## src/rtl/vga_timing_pkg.sv

```systemverilog
// Shared raster timing constants for the VGA display path (640x480@60 Hz from 50 MHz).
package vga_timing_pkg;

  localparam int VGA_H_ACTIVE = 640;
  localparam int VGA_H_FP     = 16;
  localparam int VGA_H_SYNC   = 96;
  localparam int VGA_H_BP     = 48;
  localparam int VGA_V_ACTIVE = 480;
  localparam int VGA_V_FP     = 10;
  localparam int VGA_V_SYNC   = 2;
  localparam int VGA_V_BP     = 33;
  localparam int VGA_CLK_DIV  = 2;

  localparam bit SYNC_ACT_LOW  = 1'b0;
  localparam bit SYNC_ACT_HIGH = 1'b1;
  localparam bit VGA_HS_POL    = SYNC_ACT_LOW;
  localparam bit VGA_VS_POL    = SYNC_ACT_LOW;

  function automatic int vga_total(input int active, input int fp, input int sync, input int bp);
    return active + fp + sync + bp;
  endfunction

  localparam int VGA_H_TOTAL = vga_total(VGA_H_ACTIVE, VGA_H_FP, VGA_H_SYNC, VGA_H_BP);
  localparam int VGA_V_TOTAL = vga_total(VGA_V_ACTIVE, VGA_V_FP, VGA_V_SYNC, VGA_V_BP);

endpackage

```

## src/rtl/vga_pix_div.sv

```systemverilog
// Pixel-rate clock enable: one registered clk-wide pulse every CLK_DIV clks.
module vga_pix_div
  import vga_timing_pkg::*;
#(
  parameter int CLK_DIV = VGA_CLK_DIV
) (
  input  logic clk,
  input  logic rst_n,
  output logic pix_en
);

  localparam int CW = (CLK_DIV > 1) ? $clog2(CLK_DIV) : 1;
  localparam logic [CW-1:0] DIV_LAST = CW'(CLK_DIV - 1);

  logic [CW-1:0] div_cnt;

  always_ff @(posedge clk or negedge rst_n) begin
    if (!rst_n) begin
      div_cnt <= '0;
      pix_en  <= 1'b0;
    end else if (div_cnt == DIV_LAST) begin
      div_cnt <= '0;
      pix_en  <= 1'b1;
    end else begin
      div_cnt <= div_cnt + CW'(1);
      pix_en  <= 1'b0;
    end
  end

endmodule

```

## src/rtl/vga_timing_gen.sv

```systemverilog
// Raster timing: pixel enable, H/V counters, sync/display decode and line/frame strobes.
module vga_timing_gen
  import vga_timing_pkg::*;
#(
  parameter int H_ACTIVE = VGA_H_ACTIVE,
  parameter int H_FP     = VGA_H_FP,
  parameter int H_SYNC   = VGA_H_SYNC,
  parameter int H_BP     = VGA_H_BP,
  parameter int V_ACTIVE = VGA_V_ACTIVE,
  parameter int V_FP     = VGA_V_FP,
  parameter int V_SYNC   = VGA_V_SYNC,
  parameter int V_BP     = VGA_V_BP,
  parameter bit HS_POL   = VGA_HS_POL,
  parameter bit VS_POL   = VGA_VS_POL,
  parameter int CLK_DIV  = VGA_CLK_DIV
) (
  input  logic       clk,
  input  logic       rst_n,
  output logic       pix_en,
  output logic [9:0] CounterX,
  output logic [9:0] CounterY,
  output logic       inDisplayArea,
  output logic       vga_h_sync,
  output logic       vga_v_sync,
  output logic       line_start,
  output logic       frame_start
);

  localparam int H_TOTAL = vga_total(H_ACTIVE, H_FP, H_SYNC, H_BP);
  localparam int V_TOTAL = vga_total(V_ACTIVE, V_FP, V_SYNC, V_BP);

  if (H_TOTAL > 1024 || V_TOTAL > 1024 || CLK_DIV < 1) begin : g_bad_cfg
    $error("vga_timing_gen: totals must fit in 10 bits and CLK_DIV must be >= 1");
  end

  localparam logic [9:0]  H_LAST = 10'(H_TOTAL - 1);
  localparam logic [9:0]  V_LAST = 10'(V_TOTAL - 1);
  // Thresholds are one bit wider so a sync window ending exactly at 1024 still decodes.
  localparam logic [10:0] H_ACT  = 11'(H_ACTIVE);
  localparam logic [10:0] HS_BEG = 11'(H_ACTIVE + H_FP);
  localparam logic [10:0] HS_END = 11'(H_ACTIVE + H_FP + H_SYNC);
  localparam logic [10:0] V_ACT  = 11'(V_ACTIVE);
  localparam logic [10:0] VS_BEG = 11'(V_ACTIVE + V_FP);
  localparam logic [10:0] VS_END = 11'(V_ACTIVE + V_FP + V_SYNC);

  logic [9:0]  x_nxt, y_nxt;
  logic [10:0] x_ext, y_ext;
  logic        x_wrap, y_wrap;

  vga_pix_div #(.CLK_DIV(CLK_DIV)) u_pix_div (
    .clk    (clk),
    .rst_n  (rst_n),
    .pix_en (pix_en)
  );

  always_comb begin
    x_nxt  = CounterX + 10'd1;
    y_nxt  = CounterY;
    x_wrap = 1'b0;
    y_wrap = 1'b0;
    if (CounterX == H_LAST) begin
      x_nxt  = '0;
      x_wrap = 1'b1;
      if (CounterY == V_LAST) begin
        y_nxt  = '0;
        y_wrap = 1'b1;
      end else begin
        y_nxt = CounterY + 10'd1;
      end
    end
    x_ext = {1'b0, x_nxt};
    y_ext = {1'b0, y_nxt};
  end

  // Flags are decoded from the next counter values so they land with the coordinates.
  always_ff @(posedge clk or negedge rst_n) begin
    if (!rst_n) begin
      CounterX      <= '0;
      CounterY      <= '0;
      inDisplayArea <= 1'b0;
      vga_h_sync    <= ~HS_POL;
      vga_v_sync    <= ~VS_POL;
      line_start    <= 1'b0;
      frame_start   <= 1'b0;
    end else if (pix_en) begin
      CounterX      <= x_nxt;
      CounterY      <= y_nxt;
      inDisplayArea <= (x_ext < H_ACT) && (y_ext < V_ACT);
      vga_h_sync    <= (x_ext >= HS_BEG && x_ext < HS_END) ? HS_POL : ~HS_POL;
      vga_v_sync    <= (y_ext >= VS_BEG && y_ext < VS_END) ? VS_POL : ~VS_POL;
      line_start    <= x_wrap;
      frame_start   <= y_wrap;
    end else begin
      line_start  <= 1'b0;
      frame_start <= 1'b0;
    end
  end

endmodule

```

## config.mk

```make
export PLATFORM = sky130hd
export DESIGN_NAME = vga_timing_gen
export DESIGN_NICKNAME = d
export VERILOG_FILES = /design/src/rtl/vga_timing_pkg.sv /design/src/rtl/vga_pix_div.sv /design/src/rtl/vga_timing_gen.sv
export SDC_FILE = /design/constraint.sdc
export NUM_CORES = 1
export LEC_CHECK = 0
export BUFFER_PORTS_ARGS = -buffer_cell sky130_fd_sc_hd__buf_2
export CAP_MARGIN = 20
export CORE_MARGIN = 2
export CORE_UTILIZATION = 45
export CTS_BUF_LIST = sky130_fd_sc_hd__clkbuf_8
export DETAILED_ROUTE_END_ITERATION = 7
export PLACE_DENSITY = 0.66
export RECOVER_POWER = 100
export SLEW_MARGIN = 20
export SYNTH_ARGS = -nofsm -noshare
export SYNTH_HDL_FRONTEND = slang
export SYNTH_SLANG_ARGS = --single-unit
```

## constraint.sdc

```tcl
create_clock -name clk -period 4.8 [get_ports clk]
set_input_delay 0.48 -clock clk [delete_from_list [all_inputs] [get_ports clk]]
set_output_delay 0.48 -clock clk [all_outputs]
set_load 0.01 [all_outputs]
```

# Word-level counts from Yosys, hierarchy flattened
# Cells that the tools add are included.
[word_totals] regBits=27 output_inout_bits=26
[op_classes] add_sub_neg=3 n_lt_le_gt_ge=6 eq_ne=2 muxes=12 n_reduce_logical=3
[ops] cell="$mux W10" n=3
[ops] cell="$add A10 B1 Y10 const B" n=2
[ops] cell="$eq A10 B10 Y1 const B" n=2
[ops] cell="$lt A10 B10 Y1 const B" n=2
[ops] cell="$lt A10 B9 Y1 const B" n=2
[ops] cell="$ge A10 B10 Y1 const B" n=1
[ops] cell="$ge A10 B9 Y1 const B" n=1
[ops] cell="$mux W1" n=9
[ops] cell="$logic_and A1 B1 Y1" n=3
[ops] cell="$add A1 B1 Y1 const B" n=1

# Depth between registers and ports, before layout
[depth] word_depth=6 mapped_depth=8

# By module
# A second synthesis with hierarchy kept.
[hier_totals] cells_unflattened=196 area_unflattened_um2=1709.1
[by_module_without_submodules] mod="vga_timing_gen" instances=1 cells_each=193 area_per_inst_um2=1655.3 seq_area_each_um2=628.1
[by_module_without_submodules] mod="vga_pix_div" instances=1 cells_each=3 area_per_inst_um2=53.8 seq_area_each_um2=50.0

# Worst setup path before layout
# No wires, ideal clock.
[synth_timing] path_type="register to register" startpoint="reg CounterX[6]" endpoint="reg vga_v_sync" arrival_time_ps=2124 t_required_ps=4717 setup_slack_ps=2593 stages_incl_launch_ff=7 path_buffers=1 synth_period_minus_slack_ps=2207 cell_sequence="dfrtp_1 buf_4 or3b_4 nor4_4 a41oi_1 or4_4 o32a_1"
[synth_between] elab_chain_cells=5 word_cells_on_any_way=6
[synth_lines] element="start: declaration" line_no="vga_timing_gen.sv:20" text="output logic [9:0] CounterX,"
[synth_lines] element="start signal: assignment" line_no="vga_timing_gen.sv:86" text="CounterX <= x_nxt;"
[synth_lines] element="$eq A10 B10 Y1 (*)" line_no="vga_timing_gen.sv:61" text="if (CounterX == H_LAST) begin"
[synth_lines] element="$mux W10 (*)" line_no="vga_timing_gen.sv:61"
[synth_lines] element="$ge A10 B9 Y1 / $lt A10 B9 Y1 (equally long branches)" line_no="vga_timing_gen.sv:90" text="vga_v_sync <= (y_ext >= VS_BEG && y_ext < VS_END) ? VS_POL : ~VS_POL;"
[synth_lines] element="$logic_and A1 B1 Y1 (*)" line_no="vga_timing_gen.sv:90"
[synth_lines] element="$mux W1 (*)" line_no="vga_timing_gen.sv:90"
[synth_lines] element="end signal: assignment" line_no="vga_timing_gen.sv:82" text="vga_v_sync <= ~VS_POL;"
[synth_lines] element="end signal: assignment" line_no="vga_timing_gen.sv:90"
[synth_lines] element="end: declaration" line_no="vga_timing_gen.sv:24" text="output logic vga_v_sync,"
# Every way passes the cells marked *; elsewhere a longest branch is shown, timed or not.
# A chain may end at the register's enable or synchronous reset.

# Final worst setup path
[layout_timing] startpoint="reg CounterX[7]" endpoint="reg vga_v_sync"
# Same word-level chain as after synthesis.

==> results.json <==
{
  "worstSetupPathType": "flop to flop",
  "antenna_found_initial": 0,
  "ioPinCount": 28,
  "finalWorstPathRequiredPeriod_ns": 2.57,
  "clock_tree.htree_level_count": 1,
  "detail_route.iter0.violations": 56,
  "finalMaxSlewViolations": 0,
  "synthDistinctLibCells": 49,
  "largest_family_of_logic_cells_by_synthesized_area": "simple AND/OR/NAND/NOR gates",
  "yosys_warnings": 0,
  "critical-path-max-stage-delay_ns": 0.55,
  "initial_utilization_pct": 47.8,
  "layout.cells.most_common": "clkbuf_1",
  "detail_route.first_pass.iterations": 4,
  "netlist_area_mm2": 0.00163,
  "netlist.area_leader.share_pct": 38.3,
  "reg2reg_slack_ns": 2.23,
  "postSynthRegisterBits": 27,
  "fp.dieArea_mm2": 0.00413,
  "wire_per_inst_um": 14.7,
  "avgViaCountPerCell": 5.77,
  "final-setup-viol-count": 0,
  "synth.mux.area_fraction_pct": 2.61,
  "syn_inst": 163,
  "gr-usage-all-layers_pct": 18.0,
  "grt_first_pass_wirelength_um": 6020,
  "postSynth.asyncResetShare_pct": 100,
  "design.core.area_mm2": 0.00342,
  "worstSetupStartpointType": "flop",
  "synth_xor_xnor_area_share_pct": 5.90,
  "grt_overflow_total": 0,
  "netlist_top_cells_area": "dfrtp_1, nand2_1, nand3_1, dfstp_2, xnor2_1",
  "cts_buffer_depth": 2,
  "cp_data_arrival_time_ns": 2.78,
  "timing.critical_path.to_type": "flop",
  "worst-path-max-fanout": 12,
  "synth_compound_gate_area_share_pct": 15.3,
  "yosysSeqAreaShare_pct": 41.5,
  "largest_net_degree_at_the_start_of_global_routing": 28,
  "postSynthNetCount": 168,
  "synth_edf_count": 0,
  "fin_worst_hold_slack_ns": 0.391,
  "clkLatencyLatePin_ns": 0.27,
  "postCtsHoldBufs": 0,
  "yosys.area_share.adder_pct": 2.30,
  "finalWeightedCongestion": 0.905,
  "max_clock_freq_ghz": 0.389,
  "tritoncts_clock_tree": "yes",
  "clock_tree.root_cell": "clkbuf_8",
  "first_global_vias": 1263,
  "max_cap_viol": 0,
  "total_leakage_power_nw": 0.678,
  "avgSynthCellArea_um2": 10.0,
  "tightest_slew_ns": 1.45,
  "number_of_antenna_cells_inserted": 0,
  "result_of_the_run": "finished, final reports clean",
  "std_cell_rows": 21,
  "yosysTopAreaCell": "dfrtp_1",
  "worst_ep_required_time_ns": 5.01,
  "post_route_fraction_of_the_period_consumed_by_the_critical_path_pct": 53.5,
  "layout-drive-gt1-share_pct": 7.03,
  "cts_repair_resize_count": 0,
  "wl_um": 3400,
  "die-height_um": 64.2,
  "detailroute.via_count": 1333,
  "cts-buffers-inserted": 3,
  "nets": 191,
  "max-vdd-ir-drop_v": 0.000108,
  "cts_num_sinks": 27,
  "finalHoldViolCount": 0,
  "powerDensity_mw_per_mm2": 213,
  "area_delta_synth_final_pct": 4.14,
  "place_hpwl_um": 2510,
  "finalSetupTns_ns": 0,
  "drc_errors": 0,
  "cts.clk_slew.worst_paths_ns": 0.10,
  "highest_count_cells_in_the_layout_ignoring_fill_and_taps": "clkbuf_1, dfrtp_1, nand2_1",
  "cts_post_setup_buffers_inserted": 0,
  "floorplan.die.width_um": 64.2,
  "holdCritPathClass": "flop to flop",
  "worst_slew_margin_rel_pct": 3.52,
  "synthSimpleGateAreaFrac_pct": 23.4,
  "number_of_nets_still_failing_antenna_checks_after_routing": 0,
  "grt_setup_unrepaired": "no",
  "finalClockSkew_ns": 0.00406,
  "crit_path_cell_trace": "or3b_1, nor4_1, a41oi_1, or4_1, o32a_1",
  "timing.critical_path.slowest_stage_cell": "nor4_1",
  "port_buffers": 27,
  "synth_ff_type": "dfrtp_1"
}
-- where the power goes --
group	leakage (nW)	switching [mW]	internal (mW)	total, mW
clock network	0.0217	0.0720	0.0589	0.131
registers	0.349	0	0.227	0.227
logic	0.307	0.00427	0.000146	0.00442
-- flip-flops by register name (all words and copies together) (netlist names) --
register / flops
CounterY: 10
line_start: 1
vga_v_sync: 1
inDisplayArea: 1
vga_h_sync: 1
frame_start: 1
u_pix_div.pix_en: 1
CounterX: 10
u_pix_div.div_cnt: 1
-- synth_stat cells, types with 2 or more instances --
library cell and count:
inv_1 9, dfrtp_1 25, o21ai_0 10, dfstp_2 2, nor2_1 8, a21boi_0 2, and3_2 2, and3_1 4
ha_1 3, o32a_1 2, nand3_1 11, xor2_1 5, nand2_1 16, xnor2_1 6, mux2i_1 2, o2111ai_1 2
a21oi_1 6, a31oi_1 4, nor3_1 6, clkbuf_1 2, nand4_1 4, mux2_2 2, clkbuf_8 2, o31ai_1 3
-- layer usage --
layer / GRT usage [%] / routed length (µm) / vias to the layer above
met1: 25.9 / 1630 / 649
li1: - / - / 643
met5: 0 / 0 / -
met3: 2.46 / 175 / 2
met4: 4.79 / 20 / 0
met2: 28.6 / 1580 / 39
-- through the flow --
step | setup slack (ns) | power, mW | utilization [%] | std cells | area (µm²)
floorplan | 2.59 | 0.232 | - | 163 | 1630
global placement | 2.57 | 0.237 | 50.2 | 227 | 1710
detailed placement | 2.52 | 0.237 | 50.2 | 227 | 1710
CTS | 2.50 | 0.369 | 51.6 | 231 | 1760
global route | 2.03 | 0.380 | 49.8 | 231 | 1700
finish | 2.23 | 0.363 | 49.8 | 231 | 1700
-- kinds of logic (layout without fill, tap and decap cells) --
group / Yosys count / count (layout)
flops: 27 / 27
simple gates: 63 / 63
buf+inv: 18 / 40
fa+ha+maj: 3 / 3
mux: 4 / 4
compound gates: 37 / 37
xor+xnor: 11 / 11
-- cell type report --
class,count,area (µm²)
Inverter,9,33.8
Tap cell,46,57.6
Clock buffer,3,41.3
Clock inverter,1,7.51
Multi-Input combinational cell,118,779
Timing Repair Buffer,27,103
Fill cell,355,1720
Sequential cell,27,678
-- worst paths after layout --
path / start / endpoint / depth (start not counted)
hold reg to reg: u_pix_div.div_cnt$_DFF_PN0_ / u_pix_div.pix_en$_DFF_PN0_ / 0
setup / recovery: CounterX[7]$_DFFE_PN0P_ / vga_v_sync$_DFFE_PN1P_ / 5
setup reg to reg: CounterX[7]$_DFFE_PN0P_ / vga_v_sync$_DFFE_PN1P_ / 5
min in group asynchronous: rst_n / CounterY[7]$_DFFE_PN0P_ / 1
max in group asynchronous: rst_n / CounterX[6]$_DFFE_PN0P_ / 1
hold / removal: u_pix_div.div_cnt$_DFF_PN0_ / u_pix_div.pix_en$_DFF_PN0_ / 0
-- critical path: cells and delay by family (launching register included) --
family	cells	cell delay (ns)
AND/OR/NAND/NOR	3	1.45
flip-flops	1	0.53
AO/OA/AOI/OAI	2	0.53
Note: power is estimated with default switching activity, not from simulation.
